==> src/rtl/folded_maj_pkg.sv <==
// Shared types and constant helpers for the folded majority counter.
package folded_maj_pkg;

    typedef enum logic [1:0] {
        ST_IDLE = 2'd0,
        ST_ACC  = 2'd1,
        ST_DONE = 2'd2
    } state_e;

    // Ceiling log2; returns 0 for values <= 1.
    function automatic int clog2(input int value);
        int r;
        r = 0;
        for (int i = 0; i < 31; i++) begin
            if ((1 << i) < value) r = i + 1;
        end
        return r;
    endfunction

endpackage

==> src/rtl/folded_maj_seq_if.sv <==
// Beat-in / result-out bus of the folded majority counter.
interface folded_maj_seq_if
    import folded_maj_pkg::*;
#(
    parameter int N = 67,
    parameter int W = 8
) ();
    localparam int CW = clog2(N + 1);

    // Both channels use valid/ready: a transfer happens on a rising edge where
    // valid && ready; the sender holds its payload stable until that edge.
    logic          in_valid;
    logic          in_ready;
    logic [W-1:0]  in_data;
    logic [CW-1:0] thresh;
    logic          abort;
    logic          out_valid;
    logic          out_ready;
    logic          y;
    logic [CW-1:0] count;
    logic          tie;

    modport master (
        output in_valid, in_data, thresh, abort, out_ready,
        input  in_ready, out_valid, y, count, tie
    );

    modport slave (
        input  in_valid, in_data, thresh, abort, out_ready,
        output in_ready, out_valid, y, count, tie
    );
endinterface

==> src/rtl/folded_maj_seq_chunk_popcount.sv <==
// Combinational ones-count of one W-bit beat.
module chunk_popcount
    import folded_maj_pkg::*;
#(
    parameter int W = 8
) (
    input  logic [W-1:0]            bits,
    output logic [clog2(W+1)-1:0]   ones
);
    localparam int PW = clog2(W + 1);

    always_comb begin
        ones = '0;
        for (int i = 0; i < W; i++) begin
            ones = ones + PW'(bits[i]);
        end
    end
endmodule

==> src/rtl/folded_maj_seq.sv <==
// Folded majority/threshold detector: accumulates the ones-count of an N-bit
// vector delivered W bits per beat and reports count, y = count >= threshold, tie.
module folded_maj_seq
    import folded_maj_pkg::*;
#(
    parameter int N = 67,
    parameter int W = 8
) (
    input  logic                 clk,
    input  logic                 rst,
    folded_maj_seq_if.slave      bus,
    output logic [1:0]           state_dbg
);
    localparam int NB  = (N + W - 1) / W;
    localparam int CW  = clog2(N + 1);
    localparam int PW  = clog2(W + 1);
    localparam int BIW = (NB > 1) ? clog2(NB) : 1;
    localparam int MAJ = (N + 1) / 2;

    localparam logic [1:0] IDLE = ST_IDLE;
    localparam logic [1:0] ACC  = ST_ACC;
    localparam logic [1:0] DONE = ST_DONE;

    // Bits of the final beat that lie beyond vector bit N-1 are padding.
    function automatic logic [W-1:0] last_mask();
        logic [W-1:0] m;
        for (int i = 0; i < W; i++) begin
            m[i] = (((NB - 1) * W + i) < N);
        end
        return m;
    endfunction
    localparam logic [W-1:0] LAST_MASK = last_mask();

    logic [1:0]     state;
    logic [CW-1:0]  acc;
    logic [BIW-1:0] beat_idx;
    logic [CW-1:0]  thresh_q;
    logic           y_q;
    logic [CW-1:0]  count_q;
    logic           tie_q;

    logic           in_ready;
    logic           xfer;
    logic           is_last;
    logic [W-1:0]   beat_bits;
    logic [PW-1:0]  beat_ones;
    logic [CW-1:0]  acc_sum;
    logic [CW-1:0]  thr_raw;
    logic [CW-1:0]  thr_eff;

    assign in_ready  = (state != DONE);
    assign xfer      = bus.in_valid && in_ready;
    assign is_last   = (beat_idx == BIW'(NB - 1));
    assign beat_bits = is_last ? (bus.in_data & LAST_MASK) : bus.in_data;

    chunk_popcount #(.W(W)) u_chunk_popcount (
        .bits (beat_bits),
        .ones (beat_ones)
    );

    // First beat starts from zero so a stale accumulator can never leak in.
    assign acc_sum = ((state == IDLE) ? '0 : acc) + CW'(beat_ones);
    assign thr_raw = (state == IDLE) ? bus.thresh : thresh_q;
    assign thr_eff = (thr_raw == '0) ? CW'(MAJ) : thr_raw;

    always_ff @(posedge clk or posedge rst) begin
        if (rst) begin
            state    <= IDLE;
            acc      <= '0;
            beat_idx <= '0;
            thresh_q <= '0;
            y_q      <= 1'b0;
            count_q  <= '0;
            tie_q    <= 1'b0;
        end else begin
            case (state)
                IDLE, ACC: begin
                    if (bus.abort) begin
                        state    <= IDLE;
                        acc      <= '0;
                        beat_idx <= '0;
                    end else if (xfer) begin
                        acc <= acc_sum;
                        if (state == IDLE) thresh_q <= bus.thresh;
                        if (is_last) begin
                            state    <= DONE;
                            beat_idx <= '0;
                            count_q  <= acc_sum;
                            y_q      <= (acc_sum >= thr_eff);
                            tie_q    <= ({acc_sum, 1'b0} == (CW + 1)'(N));
                        end else begin
                            state    <= ACC;
                            beat_idx <= beat_idx + 1'b1;
                        end
                    end
                end
                DONE: begin
                    if (bus.out_ready) begin
                        state <= IDLE;
                        acc   <= '0;
                    end
                end
                default: begin
                    state    <= IDLE;
                    acc      <= '0;
                    beat_idx <= '0;
                end
            endcase
        end
    end

    assign bus.in_ready  = in_ready;
    assign bus.out_valid = (state == DONE);
    assign bus.y         = y_q;
    assign bus.count     = count_q;
    assign bus.tie       = tie_q;
    assign state_dbg     = state;

endmodule

==> src/flat_wrapper.sv <==
// flat-port wrapper written by rule: the top's interface ports become plain ports
module folded_maj_seq_flat import folded_maj_pkg::*;
#(
    parameter int N = 67,
    parameter int W = 8
)
  (clk, rst, state_dbg, bus_in_valid, bus_in_data, bus_thresh, bus_abort, bus_out_ready, bus_in_ready, bus_out_valid, bus_y, bus_count, bus_tie);
  folded_maj_seq_if #(.N(N), .W(W)) bus_i ();
  input  logic clk;
  input  logic rst;
  output logic [1:0] state_dbg;
  input wire logic [$bits(bus_i.in_valid)-1:0] bus_in_valid;
  input wire logic [$bits(bus_i.in_data)-1:0] bus_in_data;
  input wire logic [$bits(bus_i.thresh)-1:0] bus_thresh;
  input wire logic [$bits(bus_i.abort)-1:0] bus_abort;
  input wire logic [$bits(bus_i.out_ready)-1:0] bus_out_ready;
  output wire logic [$bits(bus_i.in_ready)-1:0] bus_in_ready;
  output wire logic [$bits(bus_i.out_valid)-1:0] bus_out_valid;
  output wire logic [$bits(bus_i.y)-1:0] bus_y;
  output wire logic [$bits(bus_i.count)-1:0] bus_count;
  output wire logic [$bits(bus_i.tie)-1:0] bus_tie;
  assign bus_i.in_valid = bus_in_valid;
  assign bus_i.in_data = bus_in_data;
  assign bus_i.thresh = bus_thresh;
  assign bus_i.abort = bus_abort;
  assign bus_i.out_ready = bus_out_ready;
  assign bus_in_ready = bus_i.in_ready;
  assign bus_out_valid = bus_i.out_valid;
  assign bus_y = bus_i.y;
  assign bus_count = bus_i.count;
  assign bus_tie = bus_i.tie;
  folded_maj_seq #(.N(N), .W(W)) u_core (.clk(clk), .rst(rst), .bus(bus_i), .state_dbg(state_dbg));
endmodule
==> config.mk <==
export PLATFORM = sky130hd
export DESIGN_NAME = folded_maj_seq_flat
export DESIGN_NICKNAME = d
export VERILOG_FILES = /design/src/rtl/folded_maj_pkg.sv /design/src/rtl/folded_maj_seq_if.sv /design/src/rtl/folded_maj_seq_chunk_popcount.sv /design/src/rtl/folded_maj_seq.sv /design/src/flat_wrapper.sv
export SDC_FILE = /design/constraint.sdc
export NUM_CORES = 1
export LEC_CHECK = 0
export ABC_AREA = 0
export CORE_MARGIN = 2
export CORE_UTILIZATION = 49
export CTS_BUF_LIST = sky130_fd_sc_hd__clkbuf_2 sky130_fd_sc_hd__clkbuf_4 sky130_fd_sc_hd__clkbuf_8
export CTS_CLUSTER_DIAMETER = 60
export DETAILED_ROUTE_END_ITERATION = 16
export MAX_ROUTING_LAYER = met4
export PLACE_DENSITY = 0.78
export SYNTH_ARGS = -nofsm -noshare
export SYNTH_HDL_FRONTEND = slang
export SYNTH_HIERARCHICAL = 1
export SYNTH_SLANG_ARGS = --single-unit
export TNS_END_PERCENT = 30
==> constraint.sdc <==
create_clock -name clk -period 4.5 [get_ports clk]
set_input_delay 1.125 -clock clk [delete_from_list [all_inputs] [get_ports clk]]
set_output_delay 1.125 -clock clk [all_outputs]
set_load 0.05 [all_outputs]
==> results.tsv, run 1 <==
metric	value	unit
CTS Hold Bufs	0	
Startpoint Class	primary input	
router iterations before antenna repair	4	
Clk network pwr share	21.3	%
I/O Buffers	31	
sequential area share after synthesis	36.6	%
wirelength, routed	4.12	mm
hold path depth	2	
Pint	491	uW
Ports	33	
WP data required	4.64	ns
Syn Nets	232	
Max Freq	205	MHz
Setup Viol. Count Final	1	
most common library cell in the layout ignoring fill and taps	dfrtp_1	
CTS H-tree depth	1	
P_sw	228	uW
CTS buffer count	3	
P_leak	1.18	nW
root buffer cell	clkbuf_8	
sequential power share	40.0	%
hpwl dp	3.09	mm
YS warnings	6	
unrepaired setup endpoints after global routing	true	
clock latency on the worst-skew pair	0.27	ns
final hold vios	0	
Global Route Usage Sum	20.5	%
flops & latches, synth	28	
HP Class	reg2reg	
nets	281	
Die Span Y	66.5	um
vias per std cell	5.39	
Crit Path Class	in2reg	
die area	0.00442	mm2
most frequent cells in the layout	28 x dfrtp_1, 25 x clkdlybuf4s50_1, 19 x buf_4	
first-pass GRT wire length	6.82	mm
count of cell types in the netlist	40	
Final Non-Filler Cells	287	
pin count of the biggest net entering global routing	29	
antenna violations before repair	0	
switch share	31.7	%
Max Slew Vio Count	0	
Comb pwr share	38.7	%
Tcrit/Tclk final	108	%
share of layout cells above drive strength 1	23.0	%
cell area after synthesis	0.00191	mm2
GR Overflow Total	0	
setup ws final	-0.373	ns
CP startpoint	bus_in_data[3]	
Core Area	0.00372	mm2
Critical Path AT	5.02	ns
Avg Inst Size Synth	10.0	um2
Worst setup endpoint	u_core/bus.y	
vias	1547	
failing checks	negative setup slack	
minimum clock period	4.87	ns
worst hold-check slack	0.495	ns
worst-margin pin slew	1.06	ns
status	complete, but fails checks	
DR iter-0 viols	88	
Longest Clk Path Bufs	2	
global placer's final weighted congestion	0.893	
DRC errors left	0	
R2R depth	22	
Avg WL per Cell	14.4	um
Slew HR	29.1	%
die width	66.5	um
Worst VDD drop	272	uV
Initial Utilization	51.5	%
r2r endpoint	u_core/bus.y	
Synth Instances	191	
clock-pin slew on the worst setup and hold paths	0.09	ns
Synth-to-Final Area Change	30.7	%
Worst R2R Setup Slack	-0.30	ns
Critical Path Fanout Max	2	
Rows	22	
TritonCTS clock tree	done	
Final ANT Viol Nets	0	
Max Cap Viol	0	
diodes inserted	0	
final setup skew	0.00466	ns
PwrDens	288	mW/mm2
DP Cell Count	280	
clk sinks	28	
RR Startpoint	u_core/beat_idx[0]	
vias in the first global route	1531	
endpoint class of the critical path	flop	
-- through the flow --
step | util [%] | setup TNS, ns | power (mW) | setup slack, ns | instance area, um2
2_1_floorplan | - | -0.381 | 0.457 | -0.381 | 1950
3_3_place_gp | 64.4 | -3.27 | 0.542 | -0.862 | 2390
5_1_grt | 67.3 | -0.516 | 0.772 | -0.516 | 2500
6_report | 67.3 | -0.373 | 0.720 | -0.373 | 2500
3_5_place_dp | 64.4 | -4.12 | 0.553 | -1.01 | 2390
4_1_cts | 66.4 | -0.376 | 0.714 | -0.376 | 2470
-- sequential cells by signal, indices dropped and copies added (netlist names) --
signal	flops
u_core/beat_idx	4
u_core/bus.count	7
u_core/state_dbg	2
u_core/acc	7
u_core/bus.y	1
u_core/thresh_q	7
-- cell usage after synthesis (all sizes together) --
master	number	share of area, %
a21oi	4	1.0
xnor2	6	2.7
and3b	1	0.46
or3	1	0.33
conb	1	0.20
buf	6	2.4
o31ai	7	2.7
mux2i	5	2.6
nor4	3	0.98
a211o	1	0.46
a21o	2	0.78
and3	3	0.98
a22o	4	1.8
o21bai	2	0.78
nand3	1	0.26
nor3	1	0.26
a32o	2	1.0
and2	8	2.6
nor2	8	1.6
nor3b	3	2.4
fa	5	5.2
ha	16	10
dfrtp	28	37
nand4	1	0.33
or4	2	0.78
o32ai	1	0.46
a211oi	2	0.78
a221o	1	0.52
nand2b	4	1.3
mux2	9	5.3
or2	1	0.33
nand2	19	3.7
a2111oi	1	0.46
inv	19	3.7
nand3b	1	0.39
nor2b	1	0.33
o21ai	11	2.9
-- critical path: stages --
cell and delay, ns:
buf_6 0.09, and2_4 0.13, fa_1 0.53, inv_1 0.05, fa_1 0.44, inv_1 0.07, ha_2 0.18, inv_2 0.04
fa_2 0.35, xnor2_2 0.15, ha_1 0.29, and3_1 0.19, a221o_1 0.35, xnor2_2 0.21, nor2_1 0.07, ha_1 0.33
nand2_2 0.09, nor3_2 0.05, a211oi_2 0.19, o21ai_1 0.08
-- area by class of cell --
| cell class | count | area [um2] |
|---|---|---|
| Clock buffer | 4 | 55.1 |
| Fill cell | 314 | 1210 |
| Inverter | 19 | 71.3 |
| Multi-Input combinational cell | 138 | 1170 |
| Sequential cell | 28 | 701 |
| Tap cell | 48 | 60.1 |
| Timing Repair Buffer | 50 | 442 |
-- worst min-delay path by stage --
stage                          end  slack [ns]                start
2_1_floorplan   u_core/beat_idx[3]        0.46   u_core/beat_idx[3]
3_3_place_gp   u_core/bus.count[0]        0.47  u_core/bus.count[0]
3_5_place_dp   u_core/bus.count[0]        0.48  u_core/bus.count[0]
4_1_cts        u_core/bus.count[0]        0.50  u_core/bus.count[0]
5_1_grt        u_core/bus.count[5]        0.54  u_core/bus.count[5]
6_report       u_core/bus.count[0]        0.50  u_core/bus.count[0]
-- power by group through the flow --
| stage | sequential (mW) | clock [mW] | combinational [mW] |
|---|---|---|---|
| after floorplan | 0.291 | 0 | 0.167 |
| after global placement | 0.291 | 0 | 0.251 |
| after detailed placement | 0.292 | 0 | 0.260 |
| after CTS | 0.287 | 0.158 | 0.268 |
| after global routing | 0.291 | 0.171 | 0.311 |
| final | 0.288 | 0.153 | 0.279 |
-- routing by layer --
metal	GRT usage, %	vias to the layer above	part of all wire, %
met5	-	-	0
met4	4.59	0	0.83
met3	4.39	6	3.0
met2	34.3	34	50
met1	25.7	737	46
li1	-	770	-
-- cell families after synthesis --
family / count (synthesis) / share of synthesized area [%]
AO/OA/AOI/OAI: 38 / 13.8
AND/OR/NAND/NOR: 58 / 17.0
adder cells (fa/ha/maj): 21 / 15.7
XOR/XNOR: 6 / 2.75
flip-flops: 28 / 36.6
multiplexers: 14 / 7.91
buffers and inverters: 25 / 6.08
other: 1 / 0.196
-- timing repair --
item	in CTS	in global routing
resized for setup	19	5
endpoints found under the setup margin	6	2
setup buffers	1	2
cloned	0	0
pin swaps	15	5
(Power assumes the default switching activity.)
==> run 2, diff against run 1 <==
--- a/config.mk
+++ b/config.mk
@@ -11,6 +11,7 @@
 export CTS_BUF_LIST = sky130_fd_sc_hd__clkbuf_2 sky130_fd_sc_hd__clkbuf_4 sky130_fd_sc_hd__clkbuf_8
 export CTS_CLUSTER_DIAMETER = 60
 export DETAILED_ROUTE_END_ITERATION = 16
+export HOLD_SLACK_MARGIN = 0.12
 export MAX_ROUTING_LAYER = met4
 export PLACE_DENSITY = 0.78
 export SYNTH_ARGS = -nofsm -noshare
==> results of run 2 <==
No change in the layout: final DEF, timing and power equal those of run 1.
==> RTL change (config.mk and constraints of run 2) <==
`W` is set to 8 in 4 places; all go to 10.
--- a/src/rtl/folded_maj_seq_if.sv
+++ b/src/rtl/folded_maj_seq_if.sv
@@ -5,3 +5,3 @@
     parameter int N = 67,
-    parameter int W = 8
+    parameter int W = 10
 ) ();
--- a/src/rtl/folded_maj_seq_chunk_popcount.sv
+++ b/src/rtl/folded_maj_seq_chunk_popcount.sv
@@ -4,3 +4,3 @@
 #(
-    parameter int W = 8
+    parameter int W = 10
 ) (
--- a/src/rtl/folded_maj_seq.sv
+++ b/src/rtl/folded_maj_seq.sv
@@ -6,3 +6,3 @@
     parameter int N = 67,
-    parameter int W = 8
+    parameter int W = 10
 ) (
--- a/src/flat_wrapper.sv
+++ b/src/flat_wrapper.sv
@@ -4,3 +4,3 @@
     parameter int N = 67,
-    parameter int W = 8
+    parameter int W = 10
 )
Ports: changed (resized bus_in_data); port bits go from 33 to 35. The function was not compared with the original's and may differ.
==> RTL change against run 2 <==
Clock skew grew 0.0035 ns; area after synthesis grew 1.2%; utilization grew 2.8 points; critical endpoint unchanged; worst setup slack lost 0.36 ns; sequential power is essentially flat; final area grew 5.0%; count of clock-buffer cells in the layout shrank 1; total power grew 17%; sequential cell count shrank 1; largest power group is now combinational cells; the run still ends with setup timing left; synthesized cell count shrank 3.1%; combinational power grew 49%; wire length grew 4.0%; fmax shrank 6.9%.
==> RTL change: results (changes against run 2) <==
Number of fill cells in the layout - 295 (-6.1%)
Placed cell area - 0.002486 sq mm (+3.8%)
GR Util All Layers - 21.05% (+0.54 points)
Via count - 1545 (-0.13%)
Fin Setup TNS - -1.538 ns (-1.165 ns)
Vias in the first global route - 1555 (+1.6%)
Worst r2r src - u_core/beat_idx[1]
Worst Skew - 0.008194 ns (+0.003532 ns)
Routed len/inst - 14.71 um (+2.5%)
Slew margin rel. - 31.93% (+2.8 points)
DRT met1 WL - 1951 um (+1.9%)
Area contributors post-synth - dfrtp_1 35%, ha_1 10%, fa_1 7.2%, inv_1 3.5%, mux2i_1 3.1%
Fin worst setup slack - -0.7333 ns (-0.3601 ns)
Post-Synthesis Cells - 185 (-3.1%)
Clock Tree Root - clkbuf_8
Final GP Congestion - 0.8270 (-7.4%)
Post-layout nets - 289 (+2.8%)
R2R setup slack - -0.11 ns (+0.19 ns)
First DRT Iteration DRCs - 100 (+14%)
Failing checks - setup timing
Worst-case reg-to-reg path depth - 19 (-14%)
Inst Count DP - 284 (+1.4%)
Internal power - 0.5459 mW (+11%)
Critical path arrival - 5.44 ns (+0.42 ns)
Cts repair resizes - 22 (+3)
Setup violators final - 7 (+6)
Area delta synth->final - 35.44%
Most instantiated cells after synthesis - 27 x dfrtp_1, 18 x inv_1, 16 x ha_1
First-pass GRT wire length - 6886 um (+1.0%)
Final wirelength - 4282 um (+4.0%)
Post-Syn Nets - 230 (-0.86%)
Outcome - finished with violations
YS warnings - 6 (unchanged)
Largest net degree at the start of global routing - 28 (-3.4%)
Comb. pwr - 0.417 mW (+49%)
Fraction of layout cells with a size suffix above 1 - 28.40% (+5.4 points)
Seq power - 0.287 mW (about the same)
Routed wl met3 - 154 um (+26%)
VDD IR-drop max - 249.0 uV (-8.4%)
Netlist cell types - 47 (+18%)
Met2 WL - 2138 um (+4.4%)
# port buffers - 33 (+6.5%)
Leakage - 1.285 nW (+8.5%)
Sequential fraction of the synthesis area - 34.86% (-1.7 points)
GRT met2 Usage - 34.50% (+0.25 points)
GR Util met1 - 27.29% (+1.6 points)
Dpl hpwl - 3137 um (+1.5%)
Setup bufs post-CTS - 3 (+2)
Worst Min Path Start - u_core/bus.count[0]
==> RTL change: cell types whose count changed after synthesis, moves of 3 or more <==
cell	run 2	this run
mux2_2	9	5
mux2_4	0	3
nand2_1	19	13
and2_1	8	1
nor2b_1	1	7
o31ai_1	7	0
a21o_1	2	5
==> RTL change: cells by family (layout without fill, tap and decap cells) <==
family / after synthesis / count (layout) / share of synthesized area (%)
simple gates: 46 / 46 / 13.88
compound gates: 44 / 44 / 16.53
flops: 27 / 27 / 34.86
buf+inv: 24 / 82 / 5.939
fa+ha+maj: 23 / 23 / 17.56
mux: 14 / 14 / 8.328
xor+xnor: 6 / 6 / 2.711
other cells: 1 / 1 / 0.1935
==> RTL change: stage by stage <==
stage / hold slack (ns) / total power, mW / setup slack [ns]
after CTS: 0.4921 / 0.8243 / -0.6529
after floorplan: 0.4650 / 0.5202 / -0.6668
after detailed placement: 0.4701 / 0.6691 / -1.292
final: 0.4835 / 0.8389 / -0.7333
after global placement: 0.4589 / 0.6537 / -1.178
after global routing: 0.5190 / 0.8998 / -0.9185
==> RTL change: critical path, cell delays in order <==
cell       delay, ns
buf_6           0.09
fa_1            0.53
inv_1           0.05
fa_1            0.49
fa_1            0.41
inv_1           0.07
ha_2            0.18
inv_2           0.04
fa_2            0.56
inv_2           0.06
fa_2            0.37
a211oi_4        0.32
nor3_4          0.08
xnor2_2         0.21
nor2_1          0.09
ha_1            0.34
o2111ai_2       0.10
o211ai_1        0.19
o21a_1          0.14
==> RTL change: layout make-up <==
cell class	count	area share, %
inverter	18	2.574
timing repair buffer	60	20.21
clock buffer	3	1.573
sequential	27	25.74
multi-input combinational	134	47.43
clock inverter	1	0.1907
tap	48	2.288
